<file path="src/rtl/tx_frame_ser.sv">
// tx_frame_ser: transmit framing serializer sitting after tx_crc.
// A load strobe captures a payload word and its CRC; the block then emits
// SYNC_WORD, the payload and the CRC as one MSB-first bit stream.
//
// Optional build macro SER_PARITY_EN: appends one even-parity bit computed
// over payload+CRC (sync excluded) after the last CRC bit.
//
// Ports:
//   clk, rst_n   clock, synchronous active-low reset
//   ser_load     one-cycle load strobe (accepted in IDLE or DONE)
//   ser_data_i   payload, sampled on an accepted load
//   ser_crc_i    CRC, sampled on an accepted load
//   ser_bit_o    serial bit
//   ser_bit_vld  ser_bit_o holds a frame bit this cycle
//   ser_busy     frame in progress, loads are dropped
//   ser_done     one-cycle pulse after the last frame bit
//   ser_ovf      one-cycle pulse, a load was dropped on the previous edge
//   ser_cnt      bit index within the current phase
module tx_frame_ser #(
  parameter int                     DATA_LENGTH = 32,
  parameter int                     CRC_LENGTH  = 8,
  parameter int                     SYNC_LENGTH = 8,
  parameter logic [SYNC_LENGTH-1:0] SYNC_WORD   = 8'hA5
) (
  input  logic                                         clk,
  input  logic                                         rst_n,
  input  logic                                         ser_load,
  input  logic [DATA_LENGTH-1:0]                       ser_data_i,
  input  logic [CRC_LENGTH-1:0]                        ser_crc_i,
  output logic                                         ser_bit_o,
  output logic                                         ser_bit_vld,
  output logic                                         ser_busy,
  output logic                                         ser_done,
  output logic                                         ser_ovf,
  output logic [$clog2(DATA_LENGTH+CRC_LENGTH+1)-1:0]  ser_cnt
);

  localparam int SR_W = DATA_LENGTH + CRC_LENGTH;
  localparam int CW   = $clog2(SR_W + 1);
  localparam logic [CW-1:0] SYNC_LAST  = CW'(SYNC_LENGTH - 1);
  localparam logic [CW-1:0] FRAME_LAST = CW'(SR_W - 1);

`ifdef SER_PARITY_EN
  typedef enum logic [2:0] {IDLE, SYNC, FRAME, PARITY, DONE} state_t;
`else
  typedef enum logic [2:0] {IDLE, SYNC, FRAME, DONE} state_t;
`endif

  state_t                 state_q, state_d;
  logic [CW-1:0]          cnt_q, cnt_d;
  logic [SR_W-1:0]        sreg_q;
  logic [SYNC_LENGTH-1:0] sync_q;
  logic                   ovf_q;
  logic                   load_ok;
  logic                   busy_st;
`ifdef SER_PARITY_EN
  logic                   par_q;
`endif

  // DONE accepts loads like IDLE so frames can run with a single gap cycle.
  assign load_ok = ser_load && (state_q == IDLE || state_q == DONE);
  assign busy_st = (state_q == SYNC) || (state_q == FRAME)
`ifdef SER_PARITY_EN
                   || (state_q == PARITY)
`endif
                   ;

  always_ff @(posedge clk) begin
    if (!rst_n) begin
      state_q <= IDLE;
      cnt_q   <= '0;
    end else begin
      state_q <= state_d;
      cnt_q   <= cnt_d;
    end
  end

  always_comb begin
    state_d     = state_q;
    cnt_d       = cnt_q;
    ser_bit_o   = 1'b0;
    ser_bit_vld = 1'b0;
    ser_busy    = 1'b0;
    ser_done    = 1'b0;
    case (state_q)
      IDLE, DONE: begin
        ser_done = (state_q == DONE);
        cnt_d    = '0;
        state_d  = load_ok ? SYNC : IDLE;
      end
      SYNC: begin
        ser_bit_o   = sync_q[SYNC_LENGTH-1];
        ser_bit_vld = 1'b1;
        ser_busy    = 1'b1;
        if (cnt_q == SYNC_LAST) begin
          state_d = FRAME;
          cnt_d   = '0;
        end else begin
          cnt_d = cnt_q + 1'b1;
        end
      end
      FRAME: begin
        ser_bit_o   = sreg_q[SR_W-1];
        ser_bit_vld = 1'b1;
        ser_busy    = 1'b1;
        if (cnt_q == FRAME_LAST) begin
`ifdef SER_PARITY_EN
          state_d = PARITY;
`else
          state_d = DONE;
`endif
          cnt_d   = '0;
        end else begin
          cnt_d = cnt_q + 1'b1;
        end
      end
`ifdef SER_PARITY_EN
      PARITY: begin
        ser_bit_o   = par_q;
        ser_bit_vld = 1'b1;
        ser_busy    = 1'b1;
        state_d     = DONE;
        cnt_d       = '0;
      end
`endif
      default: begin
        state_d = IDLE;
        cnt_d   = '0;
      end
    endcase
  end

  // Datapath: sync and payload shift registers, overflow flag.
  // The sync word is shifted rather than indexed by cnt so the output bit
  // is always a flop MSB.
  always_ff @(posedge clk) begin
    if (!rst_n) begin
      sreg_q <= '0;
      sync_q <= '0;
      ovf_q  <= 1'b0;
`ifdef SER_PARITY_EN
      par_q  <= 1'b0;
`endif
    end else begin
      ovf_q <= ser_load && busy_st;
      if (load_ok) begin
        sreg_q <= {ser_data_i, ser_crc_i};
        sync_q <= SYNC_WORD;
`ifdef SER_PARITY_EN
        par_q  <= ^{ser_data_i, ser_crc_i};
`endif
      end else if (state_q == SYNC) begin
        sync_q <= sync_q << 1;
      end else if (state_q == FRAME) begin
        sreg_q <= sreg_q << 1;
      end
    end
  end

  assign ser_ovf = ovf_q;
  assign ser_cnt = cnt_q;

endmodule

</file>
<file path="config.mk">
export PLATFORM = sky130hd
export DESIGN_NAME = tx_frame_ser
export DESIGN_NICKNAME = d
export VERILOG_FILES = /design/src/rtl/tx_frame_ser.sv
export SDC_FILE = /design/constraint.sdc
export NUM_CORES = 1
export LEC_CHECK = 0
export ABC_AREA = 1
export ABC_CLOCK_PERIOD_IN_PS = 1600
export CORE_MARGIN = 2
export CORE_UTILIZATION = 51
export DETAILED_ROUTE_END_ITERATION = 8
export PLACE_DENSITY = 0.79
export SLEW_MARGIN = 30
export SYNTH_ARGS = -nofsm -noshare
export SYNTH_HDL_FRONTEND = slang
export SYNTH_SLANG_ARGS = --single-unit
</file>
<file path="constraint.sdc">
create_clock -name clk -period 1.6 [get_ports clk]
set_input_delay 0.48 -clock clk [delete_from_list [all_inputs] [get_ports clk]]
set_output_delay 0.48 -clock clk [all_outputs]
set_load 0.005 [all_outputs]
</file>
Yosys cells after proc, flatten, opt, wreduce, memory -nomap -nowiden:

Cells that the tools add are included.

* bits in registers: 58
* word-level logic and storage cells: 43

* $add $sub $neg: 1
* eq/ne operators: 8
* multiplexer cells: 15
* bitwise logic cells: 1
* reductions and logical operators: 12

Operators with widths (count)
* 40-bit two-way mux: 3
* 8-bit two-way mux: 2
* 6-bit two-way mux: 2
* 6-bit case mux with 2 select lines: 1
* 3-bit case mux with 3 select lines: 1
* 6-bit by 1-bit adder with 6-bit output (second input constant): 1
* 3-bit by 2-bit equality test with 1-bit output (second input constant): 2
* 6-bit by 3-bit equality test with 1-bit output (second input constant): 1
* 6-bit equality test (second input constant): 1
* 3-bit two-way mux: 2
* 2-bit inequality test (second input constant): 3
* 2-bit OR reduction: 3
* 2-bit AND reduction: 2
* 2-bit nonzero test: 2
* 3-bit by 1-bit equality test with 1-bit output (second input constant): 1
* 3-bit zero test: 1
* 1-bit two-way mux: 3
* 1-bit logical AND: 2
* 1-bit logical OR: 2
* 1-bit case mux with 2 select lines: 1
* 1-bit inverter: 1

Logic depth before layout (Yosys ltp):

Gate-level depths: netlist of run 1.

* depth after elaboration: 5
* mapped depth: 10
* depth with buffers taken out: 8

Least setup slack after synthesis of run 1:

Ideal clock, no wire load.

* path type: reg2reg
* start point: register state_q[0]
* end point: register sreg_q[10]
* setup time: 116 ps
* arrival time: 1385 ps
* required time: 1484 ps
* path slack: 99 ps
* cell stages (with the launch flop): 9
* buffers on the path: 1
* period minus slack after synthesis: 1501 ps
* path through: dfxtp_1 inv_1 ha_1 nand2_4 a21oi_4 inv_1 buf_2 nor2_1 nor2_1

* longest elaborated chain between the ends: 5
* elaborated cells on any way between the ends: 10

RTL lines
* from (decl): line 49 `state_t state_q, state_d;`
* from (signal assigned): line 73 `state_q <= state_d;`
* 3-bit by 2-bit equality test with 1-bit output / 3-bit zero test (equally long branches): line 61 `assign load_ok = ser_load && (state_q == IDLE || state_q == DONE);`
* 1-bit logical OR: line 61
* 1-bit logical AND: line 61
* 2-bit inequality test (no line) / 2-bit nonzero test (equally long branches)
* 2-bit AND reduction (no line)
* to (signal assigned): line 147 `sreg_q <= {ser_data_i, ser_crc_i};`
* to (signal assigned): line 155 `sreg_q <= sreg_q << 1;`
* to (decl): line 51 `logic [SR_W-1:0] sreg_q;`

Several ways; a longest one is shown, not always the timed one.
A chain may end at the register's enable or synchronous reset.

Worst setup path in the final report of run 1:

* start point: register state_q[0]
* end point: output ser_bit_o

* longest elaborated chain between the ends: 2
* elaborated cells on any way between the ends: 3

RTL lines
* 3-bit by 2-bit equality test with 1-bit output / 3-bit by 1-bit equality test with 1-bit output (equally long branches): line 85 `case (state_q)`
* 1-bit case mux with 2 select lines (*): line 85
* to (decl): line 30 `output logic ser_bit_o,`

Every way passes the cells marked *; elsewhere a longest branch is shown, timed or not.

==> impl_metrics.toml, run 1 <==
[outcome]
status = "complete, but fails checks"
violations = "setup timing"

[sta]
setup_slack_ns = -0.09626
setup_viol = 42
finalMaxSlewViolations = 0
period_needed_ns = 1.696
timing.fmax_ghz = 0.5895
worst_pin_slew_ns = 0.4053
fin_crit_sh = 1.060
setup-tns-final_ns = -1.491
grt_setup_unrepaired = "true"
skew_ns = 0.006527
max-slew-margin-rel = 0.7298
hold_viol_final = 0
whs_ns = 0.4680

[setup_path]
r2r-start = "state_q[0]"
reg2reg_to = "sreg_q[22]"
crit_required_ns = 1.12
critPathMaxFanout = 3
reg2reg_slack_ns = -0.08
crit_path_start_kind = "flop"
r2r_cells = 9
endpoint_kind = "output pin"
critPathKind = "reg -> out"
cp_data_arrival_time_ns = 1.22

[floorplan]
start_util = 0.5200
die_y_microns = 75.47
fp.dieArea_sq_mm = 0.005696
core_area_sq_mm = 0.005010
die_w_microns = 75.47
io_pins = 54
rows = 26

[power]
ir_drop_mv = 1.176
swShare = 0.4074
p_sw_mw = 3.593
p_per_area_mw_per_mm2 = 2190
p_comb_frac = 0.579
internal-power_mw = 5.228
seqPwrFrac = 0.262
p_clk_frac = 0.159
leakagePower_nw = 1.830

[synth]
synth_seq_cells = 57
yosys_warnings = 0
syn_nets = 446
yosysTopAreaCellShare = 0.4380
synth_cell_type_count = 20
synth_compound_area_frac = 0.1124
synth_fa_ha_area_frac = 0.01921
yosys.area_share.simple = 0.3641
synthTopCellsByArea = "dfxtp_1, nand2_1, nor2_1"
synth_cells = 399
synth-xor-area-share = 0.003362
yosysSeqAreaShare = 0.4380
synth_mux_area_frac = 0
synth_top_cell_by_area = "dfxtp_1"
syn_area_sq_mm = 0.002605
synth_top_family_by_area = "simple AND/OR/NAND/NOR gates"
syn_avg_cell_area_sq_um = 6.529

[place]
place.gp.congestion = 0.7868
dpl_cell_area_sq_mm = 0.003282
dpl.hpwl_mm = 3.866
io_buffer_count = 53
dp_slack_ns = -0.2445

[global_routing]
first_global_vias = 2461
antenna_found_initial = 0
grt_max_degree = 41
grt_pass1_wl_mm = 9.963
grt_overflow = 0
grt_usage = 0.2265

[routing]
ant_nets = 0
drtIter0Drc = 230
wl_per_cell_microns = 14.81
vias = 2877
drt-pass1-iter-count = 5
vias_per_cell = 5.212
finalWirelength_mm = 8.175
drc = 0

[clock_tree]
cts.path.max_buffers = 2
ctsRootBufferMaster = "clkbuf_8"
numCtsBuffers = 9
clock-sinks = 57
clkLatencyLatePin_ns = 0.34
htreeDepth = 3
cts_tree = "done"
clk_pin_slew_worst_paths_ns = 0.07
cts.hold.buffers_added = 0

[hold_path]
hp-start = "sync_q[4]"
hold_end = "sync_q[4]"
whs_path_depth = 2
hold_path_class = "reg -> reg"

[layout]
final_core_util = 0.8039
finalNetCount = 524
areaGrowthSynthToFinish_pct = 54.61
stdcell_area_sq_mm = 0.004028
fillers = 343
layout-drive-gt1-share = 0.2427
n_antenna_cell = 0

[job]
drv_cap = 0
==> cell type report <==
type	count	area, sq um	share of cell area
clock inverters	2	35.03	0.008698
well taps	70	87.58	0.02175
clock buffers	14	172.7	0.04287
inverters	10	45.04	0.01118
multi-input cells	309	1501	0.3728
repair buffers	90	1032	0.2563
flip-flops and latches	57	1154	0.2864
==> layer usage <==
layer,global-route usage,vias to the layer above,part of all wire
li1,-,1404,-
met1,0.2712,1309,0.39
met2,0.3971,142,0.51
met3,0.03704,22,0.068
met4,0.1033,0,0.028
met5,0,-,0
==> logic make-up (layout without fill, tap and decap cells) <==
family	Yosys count	count (layout)
AND/OR/NAND/NOR	249	249
adder cells (fa/ha/maj)	4	4
flip-flops	57	57
AO/OA/AOI/OAI	55	55
buffers and inverters	33	116
XOR/XNOR	1	1
==> cells in the mapped netlist <==
cell / count
nand2_1: 150
nor2_1: 93
dfxtp_1: 57
o21ai_0: 31
buf_2: 11
o21ai_1: 10
a21oi_1: 9
inv_1: 9
clkbuf_1: 7
ha_1: 4
nand3_1: 4
a31oi_1: 3
buf_4: 3
buf_6: 2
a21oi_4: 1
inv_2: 1
nand2_4: 1
nor3_1: 1
o21bai_1: 1
xor2_1: 1
==> what timing repair did <==
item	in CTS	in global routing
pin swaps	3	39
cloned	0	12
resized for setup	45	85
endpoints found under the hold margin	0	0
endpoints found under the setup margin	15	50
setup buffers	3	5
==> cells in the final DEF (no fill, tap or decap), drive strengths merged <==
master | netlist | routed
nand2 | 151 | 151
ha | 4 | 4
o21ai | 41 | 41
xor2 | 1 | 1
a21oi | 10 | 10
a31oi | 3 | 3
nand3 | 4 | 4
dlygate4sd2 | 0 | 7
dfxtp | 57 | 57
clkbuf | 7 | 21
clkdlybuf4s50 | 0 | 42
o21bai | 1 | 1
buf | 16 | 34
nor2 | 93 | 93
bufinv | 0 | 1
nor3 | 1 | 1
clkinv | 0 | 1
inv | 10 | 10
==> worst max-delay path: stages, from the launching register on <==
cell and delay [ns]:
dfxtp_2 0.35, inv_2 0.05, ha_4 0.26, a21oi_2 0.10, buf_2 0.12
==> through the flow <==
step | instances | total power [mW]
2_1_floorplan | 399 | 4.355
3_3_place_gp | 517 | 5.213
3_5_place_dp | 517 | 5.308
4_1_cts | 536 | 6.846
5_1_grt | 552 | 9.328
6_report | 552 | 8.821
==> registers in the layout (all words and copies together), names as in the netlist <==
signal and cells:
ser_cnt 6, state_q 2, sreg_q 40, sync_q 8, ser_ovf 1
==> power groups by stage <==
stage	Combinational (mW)	Sequential, mW	Clock (mW)
finish	5.11	2.31	1.40
global route	5.47	2.37	1.49
CTS	3.25	2.19	1.40
detailed placement	3.11	2.20	0
global placement	3.03	2.18	0
floorplan	2.20	2.15	0
==> worst max path at each step <==
stage               cells past startpoint          to  slack, ns        from
finish                                  4   ser_bit_o       -0.1  state_q[0]
global route                            5   ser_bit_o      -0.13  state_q[0]
CTS                                     5   ser_bit_o      -0.08  state_q[0]
detailed placement                      7  sreg_q[37]      -0.24    ser_load
global placement                        7  sreg_q[19]      -0.20    ser_load
floorplan                               8  sreg_q[10]        0.1  state_q[0]
(Power assumes the default switching activity.)
==> run 2, diff against run 1 <==
--- a/config.mk
+++ b/config.mk
@@ -6,7 +6,6 @@
 export NUM_CORES = 1
 export LEC_CHECK = 0
 export ABC_AREA = 1
-export ABC_CLOCK_PERIOD_IN_PS = 1600
 export CORE_MARGIN = 2
 export CORE_UTILIZATION = 51
 export DETAILED_ROUTE_END_ITERATION = 8
==> results of run 2 <==
The final DEF is identical to that of run 1; final timing and power are the same.
